--- src/rtl/multicycle_ctrl.sv ---
// Multi-cycle MIPS control FSM: steps fetch/decode/execute/memory/write-back, one state per cycle.
// Optional performance counters (CYC_CNT, RET_CNT) are enabled by defining CTRL_PERF_CNT_EN.
module multicycle_ctrl #(
    parameter int unsigned OP_W   = 6,
    parameter int unsigned ALUC_W = 3
) (
    input  logic              CLK,
    input  logic              RST,
    input  logic [OP_W-1:0]   Op,
    input  logic [OP_W-1:0]   Funct,
    input  logic              Zero,
    input  logic              MEM_RDY,
    output logic              PC_WE,
    output logic [1:0]        PC_SRC,
    output logic              IORD,
    output logic              MEM_RE,
    output logic              MEM_WE,
    output logic              IR_WE,
    output logic              REG_WE,
    output logic              REG_DST,
    output logic              MEM_TO_REG,
    output logic              ALU_SRC_A,
    output logic [1:0]        ALU_SRC_B,
    output logic [ALUC_W-1:0] ALU_CTL,
    output logic              ILL_OP,
    output logic [3:0]        STATE
`ifdef CTRL_PERF_CNT_EN
    ,
    output logic [31:0]       CYC_CNT,
    output logic [31:0]       RET_CNT
`endif
);

    localparam logic [OP_W-1:0] OP_R_FORM = OP_W'(6'h00);
    localparam logic [OP_W-1:0] OP_LW     = OP_W'(6'h23);
    localparam logic [OP_W-1:0] OP_SW     = OP_W'(6'h2B);
    localparam logic [OP_W-1:0] OP_BEQ    = OP_W'(6'h04);
    localparam logic [OP_W-1:0] OP_ADDI   = OP_W'(6'h08);
    localparam logic [OP_W-1:0] OP_J      = OP_W'(6'h02);

    localparam logic [OP_W-1:0] FN_ADD = OP_W'(6'h20);
    localparam logic [OP_W-1:0] FN_SUB = OP_W'(6'h22);
    localparam logic [OP_W-1:0] FN_AND = OP_W'(6'h24);
    localparam logic [OP_W-1:0] FN_OR  = OP_W'(6'h25);
    localparam logic [OP_W-1:0] FN_SLT = OP_W'(6'h2A);

    localparam logic [ALUC_W-1:0] ALU_ADD = ALUC_W'(3'b010);
    localparam logic [ALUC_W-1:0] ALU_SUB = ALUC_W'(3'b110);
    localparam logic [ALUC_W-1:0] ALU_AND = ALUC_W'(3'b000);
    localparam logic [ALUC_W-1:0] ALU_OR  = ALUC_W'(3'b001);
    localparam logic [ALUC_W-1:0] ALU_SLT = ALUC_W'(3'b111);

    typedef enum logic [3:0] {
        S_FETCH   = 4'd0,
        S_DECODE  = 4'd1,
        S_MEMADR  = 4'd2,
        S_MEMRD   = 4'd3,
        S_MEMWB   = 4'd4,
        S_MEMWR   = 4'd5,
        S_EXEC    = 4'd6,
        S_ALUWB   = 4'd7,
        S_BRANCH  = 4'd8,
        S_ADDIEX  = 4'd9,
        S_ADDIWB  = 4'd10,
        S_JUMP    = 4'd11,
        S_ILLEGAL = 4'd12
    } state_t;

    state_t state, state_nxt;
    logic   pc_we_c, mem_re_c, mem_we_c, ir_we_c, reg_we_c, ill_op_c;
    logic   retire_c;

    always_ff @(posedge CLK or negedge RST) begin
        if (!RST) state <= S_FETCH;
        else      state <= state_nxt;
    end

    // Next-state and datapath control decode
    always_comb begin
        state_nxt  = S_FETCH;
        pc_we_c    = 1'b0;
        PC_SRC     = 2'b00;
        IORD       = 1'b0;
        mem_re_c   = 1'b0;
        mem_we_c   = 1'b0;
        ir_we_c    = 1'b0;
        reg_we_c   = 1'b0;
        REG_DST    = 1'b0;
        MEM_TO_REG = 1'b0;
        ALU_SRC_A  = 1'b0;
        ALU_SRC_B  = 2'b00;
        ALU_CTL    = ALUC_W'(0);
        ill_op_c   = 1'b0;
        retire_c   = 1'b0;
        case (state)
            S_FETCH: begin
                mem_re_c  = 1'b1;
                ALU_SRC_B = 2'b01;
                ALU_CTL   = ALU_ADD;
                if (MEM_RDY) begin
                    ir_we_c   = 1'b1;
                    pc_we_c   = 1'b1;
                    state_nxt = S_DECODE;
                end else begin
                    state_nxt = S_FETCH;
                end
            end
            S_DECODE: begin
                ALU_SRC_B = 2'b11;
                ALU_CTL   = ALU_ADD;
                case (Op)
                    OP_LW, OP_SW: state_nxt = S_MEMADR;
                    OP_R_FORM:    state_nxt = S_EXEC;
                    OP_BEQ:       state_nxt = S_BRANCH;
                    OP_ADDI:      state_nxt = S_ADDIEX;
                    OP_J:         state_nxt = S_JUMP;
                    default:      state_nxt = S_ILLEGAL;
                endcase
            end
            S_MEMADR: begin
                ALU_SRC_A = 1'b1;
                ALU_SRC_B = 2'b10;
                ALU_CTL   = ALU_ADD;
                state_nxt = (Op == OP_SW) ? S_MEMWR : S_MEMRD;
            end
            S_MEMRD: begin
                mem_re_c  = 1'b1;
                IORD      = 1'b1;
                state_nxt = MEM_RDY ? S_MEMWB : S_MEMRD;
            end
            S_MEMWB: begin
                reg_we_c   = 1'b1;
                MEM_TO_REG = 1'b1;
                retire_c   = 1'b1;
            end
            S_MEMWR: begin
                mem_we_c  = 1'b1;
                IORD      = 1'b1;
                retire_c  = MEM_RDY;
                state_nxt = MEM_RDY ? S_FETCH : S_MEMWR;
            end
            S_EXEC: begin
                ALU_SRC_A = 1'b1;
                state_nxt = S_ALUWB;
                case (Funct)
                    FN_ADD:  ALU_CTL = ALU_ADD;
                    FN_SUB:  ALU_CTL = ALU_SUB;
                    FN_AND:  ALU_CTL = ALU_AND;
                    FN_OR:   ALU_CTL = ALU_OR;
                    FN_SLT:  ALU_CTL = ALU_SLT;
                    default: state_nxt = S_ILLEGAL;
                endcase
            end
            S_ALUWB: begin
                reg_we_c = 1'b1;
                REG_DST  = 1'b1;
                retire_c = 1'b1;
            end
            S_BRANCH: begin
                ALU_SRC_A = 1'b1;
                ALU_CTL   = ALU_SUB;
                pc_we_c   = Zero;
                PC_SRC    = 2'b01;
                retire_c  = 1'b1;
            end
            S_ADDIEX: begin
                ALU_SRC_A = 1'b1;
                ALU_SRC_B = 2'b10;
                ALU_CTL   = ALU_ADD;
                state_nxt = S_ADDIWB;
            end
            S_ADDIWB: begin
                reg_we_c = 1'b1;
                retire_c = 1'b1;
            end
            S_JUMP: begin
                pc_we_c  = 1'b1;
                PC_SRC   = 2'b10;
                retire_c = 1'b1;
            end
            S_ILLEGAL: ill_op_c = 1'b1;
            default:   state_nxt = S_FETCH;
        endcase
    end

    // Enables and requests are squelched for as long as reset is held
    assign PC_WE  = pc_we_c  & RST;
    assign MEM_RE = mem_re_c & RST;
    assign MEM_WE = mem_we_c & RST;
    assign IR_WE  = ir_we_c  & RST;
    assign REG_WE = reg_we_c & RST;
    assign ILL_OP = ill_op_c & RST;
    assign STATE  = state;

`ifdef CTRL_PERF_CNT_EN
    always_ff @(posedge CLK or negedge RST) begin
        if (!RST) begin
            CYC_CNT <= 32'd0;
            RET_CNT <= 32'd0;
        end else begin
            CYC_CNT <= CYC_CNT + 32'd1;
            if (retire_c) RET_CNT <= RET_CNT + 32'd1;
        end
    end
`else
    logic unused_retire;
    assign unused_retire = retire_c;
`endif

endmodule

--- config.mk ---
export PLATFORM = sky130hd
export DESIGN_NAME = multicycle_ctrl
export DESIGN_NICKNAME = d
export VERILOG_FILES = /design/src/rtl/multicycle_ctrl.sv
export SDC_FILE = /design/constraint.sdc
export NUM_CORES = 1
export LEC_CHECK = 0
export BUFFER_PORTS_ARGS = -buffer_cell sky130_fd_sc_hd__buf_2
export CORE_MARGIN = 2
export CORE_UTILIZATION = 25
export DETAILED_ROUTE_END_ITERATION = 10
export SYNTH_ARGS = -nofsm -noshare
export SYNTH_HDL_FRONTEND = slang
export SYNTH_SLANG_ARGS = --single-unit
--- constraint.sdc ---
create_clock -name CLK -period 1.4 [get_ports CLK]
set_input_delay 0.28 -clock CLK [delete_from_list [all_inputs] [get_ports CLK]]
set_output_delay 0.28 -clock CLK [all_outputs]
set_load 0.1 [all_outputs]
==> results.json, run 1 <==
{
  "status": "complete, but fails checks",
  "violations": "negative setup slack",
  "cp-start-kind": "flop",
  "gp_congestion": 0.820,
  "async_flop_share": 1.00,
  "layout_commonest_cell": "buf_12",
  "numCtsBuffers": 3,
  "max-slew-margin-rel": 0.755,
  "top_usage_layer": "met2",
  "drt_pre_antenna_iters": 4,
  "antenna_cells": 0,
  "synthMuxAreaShare": 0.0323,
  "synth_top_area_cell": "dfrtp_1",
  "p_per_area_nw_per_um2": 2230,
  "vias": 957,
  "area_growth_pct": 185,
  "grt_pass1_wl_um": 3960,
  "core.rowCount": 18,
  "period_needed_ns": 1.81,
  "worst_ep_required_time_ns": 1.12,
  "worstPathMaxFanout": 5,
  "dieArea_um2": 2900,
  "arrival_ns": 1.53,
  "drt-initial-drc-count": 23,
  "p_leak_nw": 0.719,
  "use_met2": 0.370,
  "antenna_found_initial": 0,
  "hold_slack_ns": 0.431,
  "syn_avg_cell_area_um2": 7.13,
  "synth_edf_count": 0,
  "grt_usage": 0.188,
  "synth_top_family_by_area": "simple AND/OR/NAND/NOR gates",
  "ys_seq_elements": 4,
  "hold_viol": 0,
  "hold_path_class": "primary input to flop",
  "slew_violations": 0,
  "tns_ns": -6.25,
  "core_area_um2": 2410,
  "hpwl_um": 1910,
  "syn_inst": 87,
  "synth_area_leaders": "dfrtp_1, nor2_1, buf_6",
  "fp.dieH_um": 53.8,
  "clk_pin_slew_ns": 0.04,
  "clock_latency_ns": 0.24,
  "clock.fmax_ghz": 0.551,
  "slowest_delay_ns": 0.50,
  "rsz0062_at_grt": "yes",
  "use_met1": 0.202,
  "slowest_stage": "dfrtp_4",
  "synth_cell_types": 37,
  "yosysSeqAreaShare": 0.161,
  "fillers": 148,
  "layout.nets": 174,
  "period_share": 1.30,
  "maxCapViolCount": 0,
  "start_util": 0.258,
  "synthXorXnorAreaFrac": 0.0282,
  "yosys.area_share.adder": 0,
  "largest_register_ffs": 4,
  "wl_um": 2730,
  "setup_viol_count_final": 20,
  "end_kind": "primary output",
  "yosys.area_share.simple": 0.470,
  "grt_use_met3": 0.0194,
  "synth_fp_nets": 103,
  "ys.flop_type": "dfrtp_1",
  "avgRoutedWirePerCell_um": 14.7,
  "via_per_inst": 5.15,
  "root_buffer": "clkbuf_4",
  "yosys.area.top_type_share": 0.161,
  "clkSinkCount": 4,
  "power_mw": 3.96,
  "final_cell_mix": "buf_12, buf_4, buf_6, buf_2, nor2_4",
  "peakVddDrop_v": 0.00173,
  "worst_slack_ns": -0.415,
  "cts_max_level": 1,
  "tritoncts": "done",
  "synth_area_um2": 621,
  "dieWidth_um": 53.8,
  "crit_chain": "mux2i_1, nor3_1, a31oi_1, nor3b_4, buf_12",
  "drive_above_1_share": 0.737,
  "ios": 37,
  "yosysWarnings": 0,
  "crit_type": "flop to primary output",
  "multi_input_comb_area_um2": 732,
  "grt_start_max_net_pins": 12,
  "finalClockSkew_ns": 0.00502,
  "clock_path_buffers": 2,
  "port_buffers": 36,
  "pre_cts_ws_ns": -0.301,
  "tightestPinTransition_ns": 0.364,
  "drc": 0,
  "grt_pass1_vias": 893,
  "antenna_left": 0,
  "gr-total-overflow": 0,
  "synth_compound_area_frac": 0.220,
  "regArea_um2": 115
}
-- layer usage --
metal,wire (µm),part of all wire
met5,0,0
met4,0,0
met3,93,0.034
met1,1000,0.37
met2,1630,0.60
-- area by class of cell --
type                            instances  area share
Clock buffer                            3      0.0127
Inverter                                2     0.00424
Tap cell                               30      0.0212
Sequential cell                         4      0.0650
Timing Repair Buffer                   72       0.483
Multi-Input combinational cell         75       0.413
-- kinds of logic (layout without fill, tap and decap cells) --
logic type | Yosys count | count (layout)
AOI/OAI and AO/OA | 20 | 20
xor gates and xnor gates | 2 | 2
buffers and inverters | 8 | 77
DFF | 4 | 4
muxes | 2 | 2
and+or+nand+nor | 51 | 51
-- per-stage QoR --
step                instance area [µm²]  utilization  instances
floorplan                           837            -         87
global placement                   1510        0.625        174
detailed placement                 1510        0.625        174
CTS                                1620        0.670        180
global route                       1770        0.735        186
finish                             1770        0.735        186
-- worst paths after layout --
path	startpoint	endpoint	slack [ns]	depth (start not counted)
worst max-delay path	STATE[3]	PC_WE	-0.41	5
worst min-delay path	Op[4]	STATE[1]	0.43	4
worst max register to register	STATE[1]	STATE[2]	-0.17	6
worst min register to register	STATE[3]	STATE[0]	0.72	2
min in group asynchronous	RST	STATE[1]	0.51	2
max in group asynchronous	RST	STATE[0]	0.69	2
-- cells in the mapped netlist, drive strengths merged, types with 3 or more instances --
cell / instances
nor2b: 4
and4: 3
nand3: 4
nor2: 14
o21ai: 4
nor3: 5
nand2: 6
buf: 5
nand2b: 4
dfrtp: 4
-- repair_timing --
action,in CTS,in global routing
endpoints found under the setup margin,21,20
endpoints found under the hold margin,4,0
resized for setup,16,26
gates cloned,0,0
hold buffers,1,0
pin swaps,8,15
buffers inserted,2,7
-- worst max-delay path, delay by kind of cell (launching register included) --
family | cells | cell delay (ns)
buffers and inverters | 1 | 0.20
flip-flops | 1 | 0.50
AO/OA/AOI/OAI | 1 | 0.09
AND/OR/NAND/NOR | 2 | 0.37
multiplexers | 1 | 0.13
-- power by group --
| group | internal, mW | leakage (nW) | total, mW | switching [mW] |
|---|---|---|---|---|
| combinational | 1.50 | 0.659 | 3.56 | 2.06 |
| clock | 0.0959 | 0.0138 | 0.143 | 0.0476 |
| sequential | 0.179 | 0.0462 | 0.256 | 0.0764 |
(Power assumes the default switching activity.)
==> inputs of run 2 (changes only) <==
ABC_AREA = 1   (was unset)
==> run 2 against run 1 <==
- first-iteration DRC count fell by 35%
- largest power group unchanged
- sequential cell count did not move
- critical endpoint is now REG_WE
- wire length rose by 14%
- cell area fell by 3.5%
- combinational power fell by 5%
- power fell by 4.3%
- synthesized cell count rose by 32%
- clock skew rose by 0.00083 ns
- clock-buffer cell count did not move
- register-to-register slack improved by 0.13 ns
- the run still ends with negative setup slack left
- global-route usage rose by 3.4 points
==> results.json, run 2 <==
{
  "status": "complete, but fails checks",
  "violations": "negative setup slack",
  "fillers": 149,
  "place_area_um2": 1480,
  "dpl.cell_count": 209,
  "utilization": 0.765,
  "worstPathMaxFanout": 4,
  "grt_start_max_net_pins": 6,
  "rr_worst_depth": 9,
  "clkSinkCount": 4,
  "stdcell_area_um2": 1710,
  "seqPwrFrac": 0.069,
  "hpwl_um": 2140,
  "cp-start-kind": "flop",
  "slew_violations": 0,
  "root_buffer": "clkbuf_4",
  "multi_input_comb_area_um2": 614,
  "syn_avg_cell_area_um2": 5.14,
  "hold_path_class": "primary input to flop",
  "drc": 0,
  "pwr-share-clk": 0.039,
  "numCtsBuffers": 3,
  "avgRoutedWirePerCell_um": 14.2,
  "fin_cells": 218,
  "synth_edf_count": 0,
  "clock.fmax_ghz": 0.530,
  "yosysWarnings": 0,
  "r2r-end": "STATE[2]",
  "fp.dieH_um": 52.6,
  "antenna_left": 0,
  "ff2ff_setup_slack_ns": -0.04,
  "dieArea_um2": 2770,
  "drt_pre_antenna_iters": 5,
  "synth_area_leaders": "dfrtp_1, nand2_1, nor2_1",
  "synth_top_area_cell": "dfrtp_1",
  "layout.nets": 208,
  "arrival_ns": 1.61,
  "syn_inst": 115,
  "ys.flop_type": "dfrtp_1",
  "worst_slack_ns": -0.487,
  "end_kind": "primary output",
  "clock_path_buffers": 2,
  "p_sw_mw": 2.24,
  "hp-start": "MEM_RDY",
  "grt_pass1_wl_um": 4620,
  "cts_max_level": 1,
  "core_area_um2": 2230,
  "p_leak_nw": 0.806,
  "worst_ep_required_time_ns": 1.12,
  "largest_register_ffs": 4,
  "final_cell_mix": "buf_4, buf_12, nand2_1, nor2_4, buf_2",
  "peakVddDrop_v": 0.00197,
  "vias": 1053,
  "port_buffers": 36,
  "antenna_cells": 0,
  "tightestPinTransition_ns": 0.294,
  "setup_viol_count_final": 19,
  "regToRegStartpoint": "STATE[0]",
  "ys_seq_elements": 4,
  "finalClockSkew_ns": 0.00585,
  "maxCapViolCount": 0,
  "regArea_um2": 115,
  "crit_type": "flop to primary output",
  "clk_pin_slew_ns": 0.04,
  "synth_cell_types": 16,
  "hold_end": "STATE[2]",
  "period_share": 1.35,
  "yosysSeqAreaShare": 0.169,
  "drive_above_1_share": 0.663,
  "hold_slack_ns": 0.415,
  "power_mw": 3.78,
  "max-slew-margin-rel": 0.802,
  "synth_commonest_cells": "nand2_1, nor2_1, inv_1",
  "area_growth_pct": 189,
  "gr-total-overflow": 0,
  "synth_area_um2": 591,
  "drt-initial-drc-count": 15,
  "antenna_found_initial": 0,
  "grt_usage": 0.222,
  "async_flop_share": 1.00,
  "grt_pass1_vias": 1059,
  "core.rowCount": 17,
  "switching_share": 0.591,
  "layout_commonest_cell": "buf_4",
  "via_per_inst": 4.83,
  "start_util": 0.264,
  "gp_congestion": 0.831,
  "ios": 37,
  "dieWidth_um": 52.6,
  "hold_viol": 0,
  "rsz0062_at_grt": "yes",
  "min_path_cells": 5,
  "internal_power_mw": 1.55,
  "period_needed_ns": 1.89,
  "wl_um": 3100,
  "p_comb_frac": 0.892,
  "yosys.area.top_type_share": 0.169,
  "tritoncts": "done",
  "p_per_area_nw_per_um2": 2210,
  "clock_latency_ns": 0.24,
  "synth_fp_nets": 131
}
==> run 2: changes by cell type in the layout (fill, tap and decap cells not counted), sizes merged, moves of 3 or more <==
cell	previous run	this run
nand2	6	28
inv	2	20
nor2	14	30
nand3	4	15
nand2b	4	0
nor2b	4	0
and4	3	0
nand4	1	4
nor3	5	2
==> run 2: final cells by class <==
| cell class | count | share of cell area |
|---|---|---|
| clock buffers | 3 | 0.0132 |
| inverters | 22 | 0.0703 |
| multi-input cells | 89 | 0.359 |
| flip-flops and latches | 4 | 0.0673 |
| well taps | 28 | 0.0205 |
| repair buffers | 72 | 0.469 |
==> run 2: logic make-up (layout without fill, tap and decap cells) <==
family / count (synthesis) / after routing / share of synthesized area
flip-flops: 4 / 4 / 0.169
AO/OA/AOI/OAI: 8 / 8 / 0.0699
buffers and inverters: 22 / 97 / 0.140
AND/OR/NAND/NOR: 81 / 81 / 0.621
==> run 2: metal layers <==
metal	vias up	track usage	wire, µm
li1	518	-	-
met1	488	0.255	1150
met2	39	0.419	1740
met3	8	0.0371	146
met4	0	0.0513	61
met5	-	0	0
==> run 2: metrics by stage <==
step | worst slack [ns] | TNS, ns
after global routing | -0.520 | -7.24
after floorplan | -1.06 | -10.02
final | -0.487 | -6.43
after global placement | -0.255 | -1.79
after detailed placement | -0.264 | -2.19
after CTS | -0.421 | -5.68
==> run 2: repair_timing <==
item	in CTS	in global routing
endpoints found under the setup margin	18	21
hold endpoints to repair	4	0
hold buffers	1	0
pin swaps	17	7
resized for setup	27	20
buffers inserted	4	6
==> run 2: worst max-delay path, cell delays in order (launching register included) <==
cell      delay, ns
dfrtp_4        0.50
inv_4          0.11
nand2_4        0.09
buf_6          0.13
nor2_4         0.09
o21ai_1        0.09
bufinv_8       0.19
buf_12         0.16
==> run 2: power by group through the flow <==
stage / clock (mW) / combinational, mW / sequential [mW]
6_report: 0.149 / 3.37 / 0.261
4_1_cts: 0.152 / 3.18 / 0.247
3_3_place_gp: 0 / 2.94 / 0.233
3_5_place_dp: 0 / 2.97 / 0.236
2_1_floorplan: 0 / 1.50 / 0.504
5_1_grt: 0.155 / 3.49 / 0.267
==> run 2: how the worst max path moves through the flow <==
stage          slack [ns]        end  cells past startpoint  startpoint
5_1_grt             -0.52      PC_WE                      8    STATE[1]
3_3_place_gp        -0.26      IR_WE                      7    STATE[2]
3_5_place_dp        -0.26      IR_WE                      7    STATE[2]
2_1_floorplan       -1.06  ALU_SRC_A                      6    STATE[3]
6_report            -0.49     REG_WE                      7    STATE[1]
4_1_cts             -0.42      IR_WE                      7    STATE[1]
==> inputs of run 3 (changes only) <==
PLACE_DENSITY = 0.65   (was unset)
==> run 3 against run 2 <==
- clock power grew 6%
- the flow still finishes with violations (negative setup slack)
- final cell count increased by 0.46%
- non-clock buffer count grew 1
==> results.json, run 3 (same netlist as run 2, synthesis figures left out) <==
{
  "peakVddDrop_v": 0.00181,
  "clock_latency_ns": 0.25,
  "cp-start-kind": "flop",
  "fp.dieH_um": 52.6,
  "p_leak_nw": 0.814,
  "cts_max_level": 1,
  "port_buffers": 36,
  "grt_usage": 0.240,
  "worst_ep_required_time_ns": 1.12,
  "layout_commonest_cell": "buf_4",
  "grt_pass1_vias": 1116,
  "rsz0062_at_grt": "yes",
  "wl_um": 2980,
  "clock.fmax_ghz": 0.536,
  "rr_worst_depth": 7,
  "setup_viol_count_final": 17,
  "finalClockSkew_ns": 0.00129,
  "hpwl_um": 2180,
  "end_kind": "primary output",
  "drive_above_1_share": 0.665,
  "largest_register_ffs": 4,
  "root_buffer": "clkbuf_4",
  "hold_viol": 0,
  "max-slew-margin-rel": 0.830,
  "area_growth_pct": 190,
  "worst_slack_ns": -0.464,
  "crit_type": "flop to primary output",
  "utilization": 0.766,
  "status": "complete, but fails checks",
  "core.rowCount": 17,
  "hold_path_class": "primary input to flop",
  "gr-total-overflow": 0,
  "ff2ff_setup_slack_ns": 0,
  "period_share": 1.33,
  "worstPathMaxFanout": 4,
  "numCtsBuffers": 3,
  "tightestPinTransition_ns": 0.253,
  "maxCapViolCount": 0,
  "drc": 0,
  "antenna_cells": 0,
  "hp-start": "MEM_RDY",
  "min_path_cells": 5,
  "grt_pass1_wl_um": 4820,
  "drt_pre_antenna_iters": 4,
  "layout.nets": 209,
  "r2r-end": "STATE[1]",
  "clock_path_buffers": 2,
  "final_cell_mix": "buf_4, buf_12, nand2_1, buf_2, nand3_1",
  "ios": 37,
  "regToRegStartpoint": "STATE[0]",
  "dieArea_um2": 2770,
  "gp_congestion": 0.817,
  "avgRoutedWirePerCell_um": 13.6,
  "core_area_um2": 2230,
  "pre_cts_ws_ns": -0.245,
  "drt-initial-drc-count": 27,
  "tns_ns": -6.30,
  "grt_start_max_net_pins": 6,
  "antenna_found_initial": 0,
  "clkSinkCount": 4,
  "dieWidth_um": 52.6,
  "arrival_ns": 1.58,
  "period_needed_ns": 1.86,
  "hold_end": "STATE[2]",
  "violations": "negative setup slack",
  "via_per_inst": 4.78,
  "clk_pin_slew_ns": 0.04,
  "p_per_area_nw_per_um2": 2210,
  "antenna_left": 0,
  "start_util": 0.264,
  "slew_violations": 0,
  "vias": 1046,
  "tritoncts": "done"
}
==> run 3: per-layer routing <==
metal / vias up / global-route usage / wire length [µm]
met3: 8 / 0.0400 / 102
met1: 483 / 0.238 / 1100
li1: 524 / - / -
met4: 0 / 0.107 / 41
met2: 31 / 0.475 / 1730
met5: - / 0 / 0
==> run 3: area by class of cell <==
type | count | area, µm²
repair buffers | 73 | 810
flip-flops and latches | 4 | 115
fillers | 149 | 522
inverters | 22 | 123
clock buffers | 3 | 22.5
multi-input cells | 89 | 607
well taps | 28 | 35.0
==> run 3: worst max path at each step <==
stage | start | to | slack, ns | cells after the start
detailed placement | STATE[2] | PC_WE | -0.24 | 8
floorplan | STATE[3] | ALU_SRC_A | -1.06 | 6
global route | STATE[1] | REG_WE | -0.50 | 7
global placement | STATE[3] | IR_WE | -0.24 | 7
finish | STATE[0] | REG_WE | -0.46 | 7
CTS | STATE[3] | PC_WE | -0.43 | 8
==> run 3: timing repair <==
action,CTS,global route
cloned,0,0
pin swaps,13,19
endpoints found under the setup margin,18,21
hold buffers,1,0
setup buffers,4,7
endpoints found under the hold margin,4,0
resized for setup,28,17
==> run 3: power by group <==
part / leakage (nW) / internal, mW / switching, mW
clock: 0.0138 / 0.0968 / 0.0610
combinational: 0.754 / 1.29 / 2.07
sequential: 0.0463 / 0.179 / 0.0869
==> run 3: worst max-delay path: stages (launching register included) <==
cell,delay [ns]
dfrtp_4,0.51
inv_4,0.10
nand2_8,0.07
buf_6,0.12
nor2_4,0.11
o21ai_2,0.07
bufinv_8,0.18
buf_12,0.16
==> run 3: through the flow <==
stage                     std cells  power [mW]  hold slack, ns  area [µm²]
final                           219        3.78           0.408        1710
after CTS                       217        3.61           0.393        1650
after detailed placement        209        3.21           0.220        1480
after floorplan                 115        2.00         -0.0156         727
after global placement          209        3.16           0.221        1480
after global routing            219        3.91           0.445        1710
